File: config.mk
export PLATFORM = sky130hd
export DESIGN_NAME = wb_io_decoder
export DESIGN_NICKNAME = d
export VERILOG_FILES = /design/src/rtl/wb_io_pkg.sv /design/src/rtl/wb_addr_match.sv /design/src/rtl/wb_io_decoder.sv
export SDC_FILE = /design/constraint.sdc
export NUM_CORES = 1
export LEC_CHECK = 0
export BUFFER_PORTS_ARGS = -buffer_cell sky130_fd_sc_hd__buf_2
export CORE_AREA = 2 2 123 125
export CTS_BUF_LIST = sky130_fd_sc_hd__clkbuf_4
export CTS_CLUSTER_DIAMETER = 120
export DETAILED_ROUTE_END_ITERATION = 8
export DIE_AREA = 0 0 125 127
export PLACE_DENSITY = 0.5
export SYNTH_ARGS = -nofsm -noshare
export SYNTH_HDL_FRONTEND = slang
export SYNTH_HIERARCHICAL = 1
export SYNTH_SLANG_ARGS = --single-unit
File: constraint.sdc
create_clock -name i_clk -period 11.7 [get_ports i_clk]
set_clock_uncertainty 0.1 [all_clocks]
set_input_delay 2.34 -clock i_clk [delete_from_list [all_inputs] [get_ports i_clk]]
set_output_delay 2.34 -clock i_clk [all_outputs]
set_load 0.1 [all_outputs]
File: src/rtl/wb_io_pkg.sv
// Shared types and default IO address map for the Wishbone IO decoder.
package wb_io_pkg;

    typedef enum logic [1:0] {
        IDLE = 2'd0,
        BUSY = 2'd1,
        ERR  = 2'd2
    } state_t;

    localparam int          SWITCH_LED_IDX = 1;
    localparam logic [29:0] IO_MASK        = 30'h3FFF_FF00;
    localparam logic [119:0] IO_BASE_MAP   = {30'h0000_0300, 30'h0000_0200,
                                              30'h0000_0100, 30'h0000_0000};

    function automatic int idx_width(input int n);
        return (n > 1) ? $clog2(n) : 1;
    endfunction

endpackage

File: src/rtl/wb_addr_match.sv
// Combinational address matcher: one-hot hit with lowest-index priority, index and miss flag.
module wb_addr_match #(
    parameter int                NS         = 4,
    parameter int                IW         = 2,
    parameter logic [NS*30-1:0]  SLAVE_BASE = wb_io_pkg::IO_BASE_MAP,
    parameter logic [NS*30-1:0]  SLAVE_MASK = {NS{wb_io_pkg::IO_MASK}}
) (
    input  logic [29:0]   addr,
    output logic [NS-1:0] hit,
    output logic [IW-1:0] idx,
    output logic          miss
);

    // Scanning downwards lets the lowest matching index overwrite any higher one.
    always_comb begin
        hit  = '0;
        idx  = '0;
        miss = 1'b1;
        for (int i = NS - 1; i >= 0; i--) begin
            if ((addr & SLAVE_MASK[30*i +: 30]) == SLAVE_BASE[30*i +: 30]) begin
                hit    = '0;
                hit[i] = 1'b1;
                idx    = IW'(i);
                miss   = 1'b0;
            end
        end
    end

endmodule

File: src/rtl/wb_io_decoder.sv
// Single-master to NS-slave pipelined Wishbone decoder with response routing,
// unmapped-address error and no-ack timeout.
module wb_io_decoder
    import wb_io_pkg::*;
#(
    parameter int               NS         = 4,
    parameter logic [NS*30-1:0] SLAVE_BASE = IO_BASE_MAP,
    parameter logic [NS*30-1:0] SLAVE_MASK = {NS{IO_MASK}},
    parameter int               MAX_OUTST  = 15,
    parameter int               TIMEOUT    = 255
) (
    input  logic             i_clk,
    input  logic             i_reset_n,
    input  logic             i_wb_cyc,
    input  logic             i_wb_stb,
    input  logic             i_wb_we,
    input  logic [29:0]      i_wb_addr,
    input  logic [31:0]      i_wb_data,
    input  logic [3:0]       i_wb_sel,
    output logic             o_wb_ack,
    output logic             o_wb_stall,
    output logic             o_wb_err,
    output logic [31:0]      o_wb_data,
    output logic [NS-1:0]    o_s_cyc,
    output logic [NS-1:0]    o_s_stb,
    output logic             o_s_we,
    output logic [29:0]      o_s_addr,
    output logic [31:0]      o_s_data,
    output logic [3:0]       o_s_sel,
    input  logic [NS-1:0]    i_s_ack,
    input  logic [NS-1:0]    i_s_stall,
    input  logic [NS*32-1:0] i_s_data
);

    localparam int IW = idx_width(NS);

    state_t          state_q, state_d;
    logic [IW-1:0]   owner_q, owner_d;
    logic [3:0]      outst_q, outst_d;
    logic [7:0]      timer_q, timer_d;
    logic            err_pend_q, err_pend_d;

    logic [NS-1:0]   hit;
    logic [IW-1:0]   hit_idx;
    logic            miss;
    logic            accept;
    logic            full;

    wb_addr_match #(
        .NS         (NS),
        .IW         (IW),
        .SLAVE_BASE (SLAVE_BASE),
        .SLAVE_MASK (SLAVE_MASK)
    ) u_match (
        .addr (i_wb_addr),
        .hit  (hit),
        .idx  (hit_idx),
        .miss (miss)
    );

    assign o_s_we   = i_wb_we;
    assign o_s_addr = i_wb_addr;
    assign o_s_data = i_wb_data;
    assign o_s_sel  = i_wb_sel;
    assign o_wb_err = err_pend_q & i_reset_n;
    assign full     = (outst_q == 4'(MAX_OUTST));

    // NOTE: every signal written here gets a default first, so no path can infer a latch.
    always_comb begin
        o_s_cyc    = '0;
        o_s_stb    = '0;
        o_wb_stall = 1'b0;
        o_wb_ack   = 1'b0;
        o_wb_data  = '0;
        accept     = 1'b0;
        state_d    = state_q;
        owner_d    = owner_q;
        outst_d    = outst_q;
        timer_d    = timer_q;
        err_pend_d = 1'b0;

        case (state_q)
            IDLE: begin
                o_s_cyc    = {NS{i_wb_cyc & i_wb_stb}} & hit;
                o_s_stb    = {NS{i_wb_cyc & i_wb_stb}} & hit;
                o_wb_stall = miss ? 1'b0 : i_s_stall[hit_idx];
                accept     = i_wb_cyc & i_wb_stb & ~o_wb_stall;
                timer_d    = '0;
                if (accept) begin
                    if (miss) begin
                        err_pend_d = 1'b1;
                        state_d    = ERR;
                    end else begin
                        owner_d = hit_idx;
                        outst_d = 4'd1;
                        state_d = BUSY;
                    end
                end
            end

            BUSY: begin
                // A full counter holds the strobe back so the slave never sees a request the master was told to retry.
                o_s_cyc[owner_q] = i_wb_cyc;
                o_s_stb[owner_q] = i_wb_stb & hit[owner_q] & ~full;
                o_wb_stall       = (~hit[owner_q] | full) ? 1'b1 : i_s_stall[owner_q];
                accept           = i_wb_cyc & i_wb_stb & ~o_wb_stall;
                o_wb_ack         = i_wb_cyc & i_s_ack[owner_q];
                o_wb_data        = o_wb_ack ? i_s_data[32*int'(owner_q) +: 32] : 32'h0;
                outst_d          = outst_q + {3'b0, accept} - {3'b0, i_s_ack[owner_q]};

                if (o_wb_ack || accept) begin
                    timer_d = '0;
                end else if (timer_q == 8'(TIMEOUT)) begin
                    timer_d    = '0;
                    outst_d    = '0;
                    err_pend_d = 1'b1;
                    state_d    = ERR;
                end else begin
                    timer_d = timer_q + 8'd1;
                end

                if (state_d == BUSY && outst_d == 4'd0) begin
                    state_d = IDLE;
                end
            end

            ERR: begin
                o_wb_stall = 1'b1;
                timer_d    = '0;
                state_d    = IDLE;
            end

            default: state_d = IDLE;
        endcase

        // The master dropping cyc abandons everything in flight without an error.
        if (!i_wb_cyc) begin
            state_d    = IDLE;
            outst_d    = '0;
            err_pend_d = 1'b0;
        end

        if (!i_reset_n) begin
            o_s_cyc   = '0;
            o_s_stb   = '0;
            o_wb_ack  = 1'b0;
            o_wb_data = '0;
        end
    end

    // NOTE: sequential state uses non-blocking assignments; reset is sampled on the clock edge.
    always_ff @(posedge i_clk) begin
        if (!i_reset_n) begin
            state_q    <= IDLE;
            owner_q    <= '0;
            outst_q    <= '0;
            timer_q    <= '0;
            err_pend_q <= 1'b0;
        end else begin
            state_q    <= state_d;
            owner_q    <= owner_d;
            outst_q    <= outst_d;
            timer_q    <= timer_d;
            err_pend_q <= err_pend_d;
        end
    end

endmodule

======== After elaboration in Yosys (flattened, before gate mapping) ========
Index checks and enable logic that the tools add are counted.
storage, ports and cells
  bits in registers ....................... 17
  bits of input ports ..................... 207
  output and inout bits ................... 110
  logic and storage cells ................. 105
operators by class
  $add $sub $neg .......................... 3
  $lt $le $gt $ge ......................... 3
  equal/unequal tests ..................... 10
  shift operators ......................... 1
  mux-type cells .......................... 55
  bitwise operators ....................... 16
  reduce and logical (&&, ||, !) cells .... 12
operators with widths
  kind                                                                           count
  128-bit by 8-bit variable part select with 32-bit output                       1
  32-bit 2-to-1 mux                                                              3
  22-bit by 2-bit equality test with 1-bit output (second input constant)        2
  4-bit 2-to-1 mux                                                               11
  30-bit logical NOT                                                             1
  4-bit one-hot mux with 2 select lines                                          3
  22-bit by 1-bit equality test with 1-bit output (second input constant)        1
  2-bit 2-to-1 mux                                                               10
  1-bit 2-to-1 mux                                                               17
  8-bit 2-to-1 mux                                                               2
  8-bit one-hot mux with 2 select lines                                          1
  4-bit bitwise AND                                                              3
  8-bit by 1-bit adder with 8-bit output (second input constant)                 1
  1-bit binary-select mux with 2-bit select                                      4
  8-bit equality test (second input constant)                                    1
  1-bit bitwise AND                                                              7
  2-bit by 3-bit less-than comparator with 1-bit output (second input constant)  2
  3-bit AND reduction                                                            2
  1-bit NOT                                                                      5
  4-bit by 1-bit adder with 4-bit output                                         1
  2-bit by 1-bit equality test with 1-bit output (second input constant)         2
  4-bit equality test (second input constant)                                    1
  4-bit logical NOT                                                              1
  2-bit != test (second input constant)                                          2
  14 further kinds                                                               16

======== Longest topological paths before layout ========
  word-level depth ........................ 21
  depth in mapped cells ................... 17
  depth with buffers taken out ............ 17

======== Cells and area by module ========
Netlist, hierarchy kept.
by module, submodules not included
  module         times used  cells an instance  area each (um^2)  sequential area each (um^2)
  wb_io_decoder  1           315                2786.4            340.3
  wb_addr_match  1           16                 112.6             0.0

======== Worst setup path after synthesis ========
No wires, ideal clock.
  path kind ............................... in2out
  from .................................... in i_wb_addr[22]
  to ...................................... out o_s_cyc[2]
  arrival ................................. 5.446 ns
  required time ........................... 9.260 ns
  path slack .............................. 3.814 ns
  cell stages on the path ................. 5
  buffers on the path ..................... 0
  path through ............................ nor4_2 > nand3_2 > nor4_1 > a21oi_1 > nor3b_1
between the ends
  longest elaborated chain between the ends .. 7
  elaborated cells on any way between the ends .. 9
  classes of those cells .................. 2 x eq/ne; 5 x mux; 1 x bitwise; 1 x reduce/logical
RTL lines
  what                                             RTL line              RTL
  start: declaration                               wb_io_decoder.sv:17   input logic [29:0] i_wb_addr,
  22-bit by 2-bit equality test with 1-bit output  wb_addr_match.sv:20   if ((addr & SLAVE_MASK[30*i +: 30]) == SLAVE_BASE[30*i +: 30]) begin
  4-bit 2-to-1 mux (2 in a row)                    wb_addr_match.sv:20
  4-bit 2-to-1 mux *                               wb_addr_match.sv:20
  via hit[2]                                       wb_io_decoder.sv:43   logic [NS-1:0] hit;
  4-bit bitwise AND *                              wb_io_decoder.sv:84   o_s_cyc = {NS{i_wb_cyc & i_wb_stb}} & hit;
  4-bit one-hot mux with 2 select lines *          wb_io_decoder.sv:82   case (state_q)
  4-bit 2-to-1 mux *                               wb_io_decoder.sv:143  if (!i_reset_n) begin
  end: declaration                                 wb_io_decoder.sv:24   output logic [NS-1:0] o_s_cyc,
The timed path passes the listed nets; every way through them passes the cells marked *.

======== Final worst setup path ========
  from .................................... in i_wb_addr[22]
  to ...................................... out o_wb_stall
between the ends
  longest elaborated chain between the ends .. 11
  elaborated cells on any way between the ends .. 25
  classes of those cells .................. 3 x eq/ne; 19 x mux; 2 x bitwise; 1 x reduce/logical
RTL lines
  what                                             RTL line              RTL
  22-bit by 2-bit equality test with 1-bit output  wb_addr_match.sv:20
  4-bit 2-to-1 mux (3 in a row)                    wb_addr_match.sv:20
  4-bit 2-to-1 mux *                               wb_addr_match.sv:20
  via hit[3]                                       wb_io_decoder.sv:43
  1-bit binary-select mux with 2-bit select *      wb_io_decoder.sv:105  o_wb_stall = (~hit[owner_q] | full) ? 1'b1 : i_s_stall[owner_q];
  1-bit 2-to-1 mux (not written as such) *         wb_io_decoder.sv:105
  1-bit NOT *                                      wb_io_decoder.sv:105
  1-bit OR *                                       wb_io_decoder.sv:105
  1-bit 2-to-1 mux *                               wb_io_decoder.sv:105
  1-bit one-hot mux with 3 select lines *          wb_io_decoder.sv:82
  end: declaration                                 wb_io_decoder.sv:21   output logic o_wb_stall,
The timed path passes the listed nets; every way through them passes the cells marked *. The select of a mux whose other input is x is not followed.

==> run_results.csv <==
group,metric,value,unit
layout,area_growth,28.6,%
die,start_util,20.1,%
global_route,grt_max_degree,43,
clocking,clockBufferDepth,2,
layout,diodes,0,
synth,synthCells,331,
global_route,antenna_found_initial,0,
pwr,leakagePower,0.00180,µW
global_route,grt_pass1_wl,16700,µm
clocking,numCtsBuffers,3,
drt,ant_nets,0,
synth,yosys_warnings,6,
worst_setup_path,arrival,4.71,ns
min_path,worst_hold_path.endpoint,"outst_q[3]",
clocking,clock_latency,0.31,ns
worst_setup_path,critPathCaptureType,"output port",
sta,max_freq,0.140,GHz
die,dieArea,15900,µm²
synth,syn-cell-area,2900,µm²
die,die_h,127,µm
synth,async_reset_ff_share,0,%
min_path,hold_path_depth,1,
clocking,cts_hold_buf,0,
sta,setup_viol,0,
die,core_area,14400,µm²
pwr,power_density,47.5,nW/µm²
sta,post-route-period-util,61.1,%
drt,viasPerCell,4.77,
placed_design,placed_cells,657,
sta,fin_tns_setup,0,ns
clocking,h-tree-depth,1,
synth,synth_edf_count,0,
worst_setup_path,start_kind,"input pin",
min_path,holdCritStartpoint,"outst_q[3]",
outcome,status,"complete, no violations",
clocking,cts_tree,"done",
synth,syn_nets,545,
layout,layout_commonest_cell,"buf_2",
sta,final_max_slew_viol_count,0,
layout,nets,692,
pwr,ir_drop,0.0306,mV
sta,setup_ws,4.55,ns
worst_setup_path,crit_top_cell,"buf_2",
worst_setup_path,r2r-start,"owner_q[0]",
synth,synth.top_cells.by_area,"mux4_2, buf_4, dfxtp_1, and3_1, nand2_1",
worst_setup_path,cp_slowest_cell,"mux4_2",
global_route,grt_pass1_vias,3170,
synth,yosys.area.top_type,"mux4_2",
die,ios,317,
clocking,path_clk_slew,0.12,ns
job,cap_viol_max_count,0,
synth,synth_cell_types,51,
global_route,grt_use_total,12.7,%
drt,vias,3151,
worst_setup_path,crit_chain,"buf_2 > nor4_2 > nand3_2 > nor4_1 > or2b_1 > mux4_2 > nor2b_1 > o22ai_1 > buf_2",
clocking,cts_root_buf,"clkbuf_4",
placed_design,gp_congestion,0.877,
placed_design,portBuffers,226,
placed_design,pre_cts_slack,4.55,ns
clocking,post_cts_resize_count,0,
drt,firstDrtPassIters,5,
layout,mostFrequentLayoutCells,"buf_2, and3_1, mux4_2, nand2_1, dfxtp_1",
synth,synth_top_area_share,26.4,%
clocking,post_cts_buffers,0,
worst_setup_path,r2r_slack,8.06,ns
layout,layout.cells.non_filler,661,
global_route,grt_overflow,0,
layout,drive_gt1_share,59.3,%
worst_setup_path,slowest_delay,0.48,ns
sta,rsz0062_at_grt,"false",
drt,drt-total-wl,10900,µm
min_path,hp-class,"reg -> reg",
synth,yosys_register_bits,17,
worst_setup_path,crit_type,"in -> out",
die,die_x,125,µm
drt,post_drt_wl_per_cell,16.4,µm
clocking,clkSinkCount,17,
sta,fin_crit,7.15,ns
sta,slew_headroom,22.5,%
sta,worst-slew-pin-transition,1.16,ns
worst_setup_path,reg2reg_to,"state_q[0]",
synth,syn_avg_cell_area,8.76,µm²
synth,synth-main-ff-cell,"dfxtp_1",
drt,drc,0,
worst_setup_path,reg2reg_depth,15,
placed_design,dpl.hpwl,9050,µm
die,rows,44,
worst_setup_path,crit_fanout,7,
worst_setup_path,critical_path_required,9.26,ns
synth,yosysSeqAreaShare,11.7,%
sta,final-hold-violation-count,0,
drt,drt_iter0_markers,108,
synth_stat cells, drive strengths merged (3+ instances only):
cell type / instances
buf: 73
and3: 37
mux4: 34
nand2: 22
dfxtp: 17
clkbuf: 14
nor4: 13
inv: 12
o21ai: 12
nand3: 11
a21oi: 9
nor2: 9
nor3: 7
ha: 6
nand2b: 4
or2: 4
or3: 4
a21boi: 3
a21o: 3
a22o: 3
nand4: 3
nor2b: 3
or4: 3
state kept, by name (all words and copies together), names as in the netlist:
register    flops
outst_q         4
owner_q         2
timer_q         8
state_q         2
err_pend_q      1
logic make-up (layout without fill, tap and decap cells):
family	after synthesis	in the layout	synth area share, %
buffers and inverters	99	245	21.9
muxes	36	36	27.1
AOI/OAI and AO/OA	42	42	9.84
and+or+nand+nor	128	128	25.5
xor gates and xnor gates	2	2	0.604
DFF	17	17	11.7
adders and majority gates	7	7	3.28
cell type report:
class	count	area, µm²
multi-input cells	215	1930
repair buffers	229	1150
fillers	1613	10700
flip-flops and latches	17	343
inverters	12	45.0
clock inverters	1	5.00
clock buffers	3	22.5
well taps	184	230
worst max-delay path by stage:
stage | start | end | slack (ns) | cells after the start
finish | i_wb_addr[22] | o_wb_stall | 4.55 | 9
global route | i_wb_addr[22] | o_wb_stall | 4.31 | 9
detailed placement | i_wb_addr[22] | o_wb_stall | 4.55 | 9
global placement | i_wb_addr[14] | o_wb_stall | 4.62 | 9
CTS | i_wb_addr[22] | o_wb_stall | 4.54 | 9
floorplan | i_wb_addr[22] | o_s_cyc[2] | 3.81 | 5
layer usage:
| metal | up-vias | GRT usage [%] | share of wire, % |
|---|---|---|---|
| li1 | 1468 | - | - |
| met1 | 1531 | 15.4 | 41 |
| met2 | 141 | 23.4 | 50 |
| met3 | 11 | 2.97 | 7.4 |
| met4 | 0 | 1.96 | 0.69 |
| met5 | - | 0 | 0 |
per-stage QoR:
step | utilization (%) | cell area [µm²] | hold slack [ns] | power (µW)
after floorplan | - | 2900 | 0.336 | 186
after CTS | 25.9 | 3730 | 0.393 | 179
after global routing | 25.9 | 3730 | 0.420 | 185
final | 25.9 | 3730 | 0.397 | 177
after detailed placement | 25.7 | 3700 | 0.371 | 144
after global placement | 25.7 | 3700 | 0.354 | 143
critical path, delay by kind of cell:
kind | cells | cell delay [ns]
multiplexers | 1 | 0.48
AND/OR/NAND/NOR | 5 | 1.34
buffers and inverters | 2 | 0.43
AO/OA/AOI/OAI | 1 | 0.13
report_power, final:
part,internal (µW),switching [µW]
registers,58.1,0.401
logic,32.5,51.7
clock network,12.8,21.7
No activity file was read; power rests on OpenSTA's default activity.
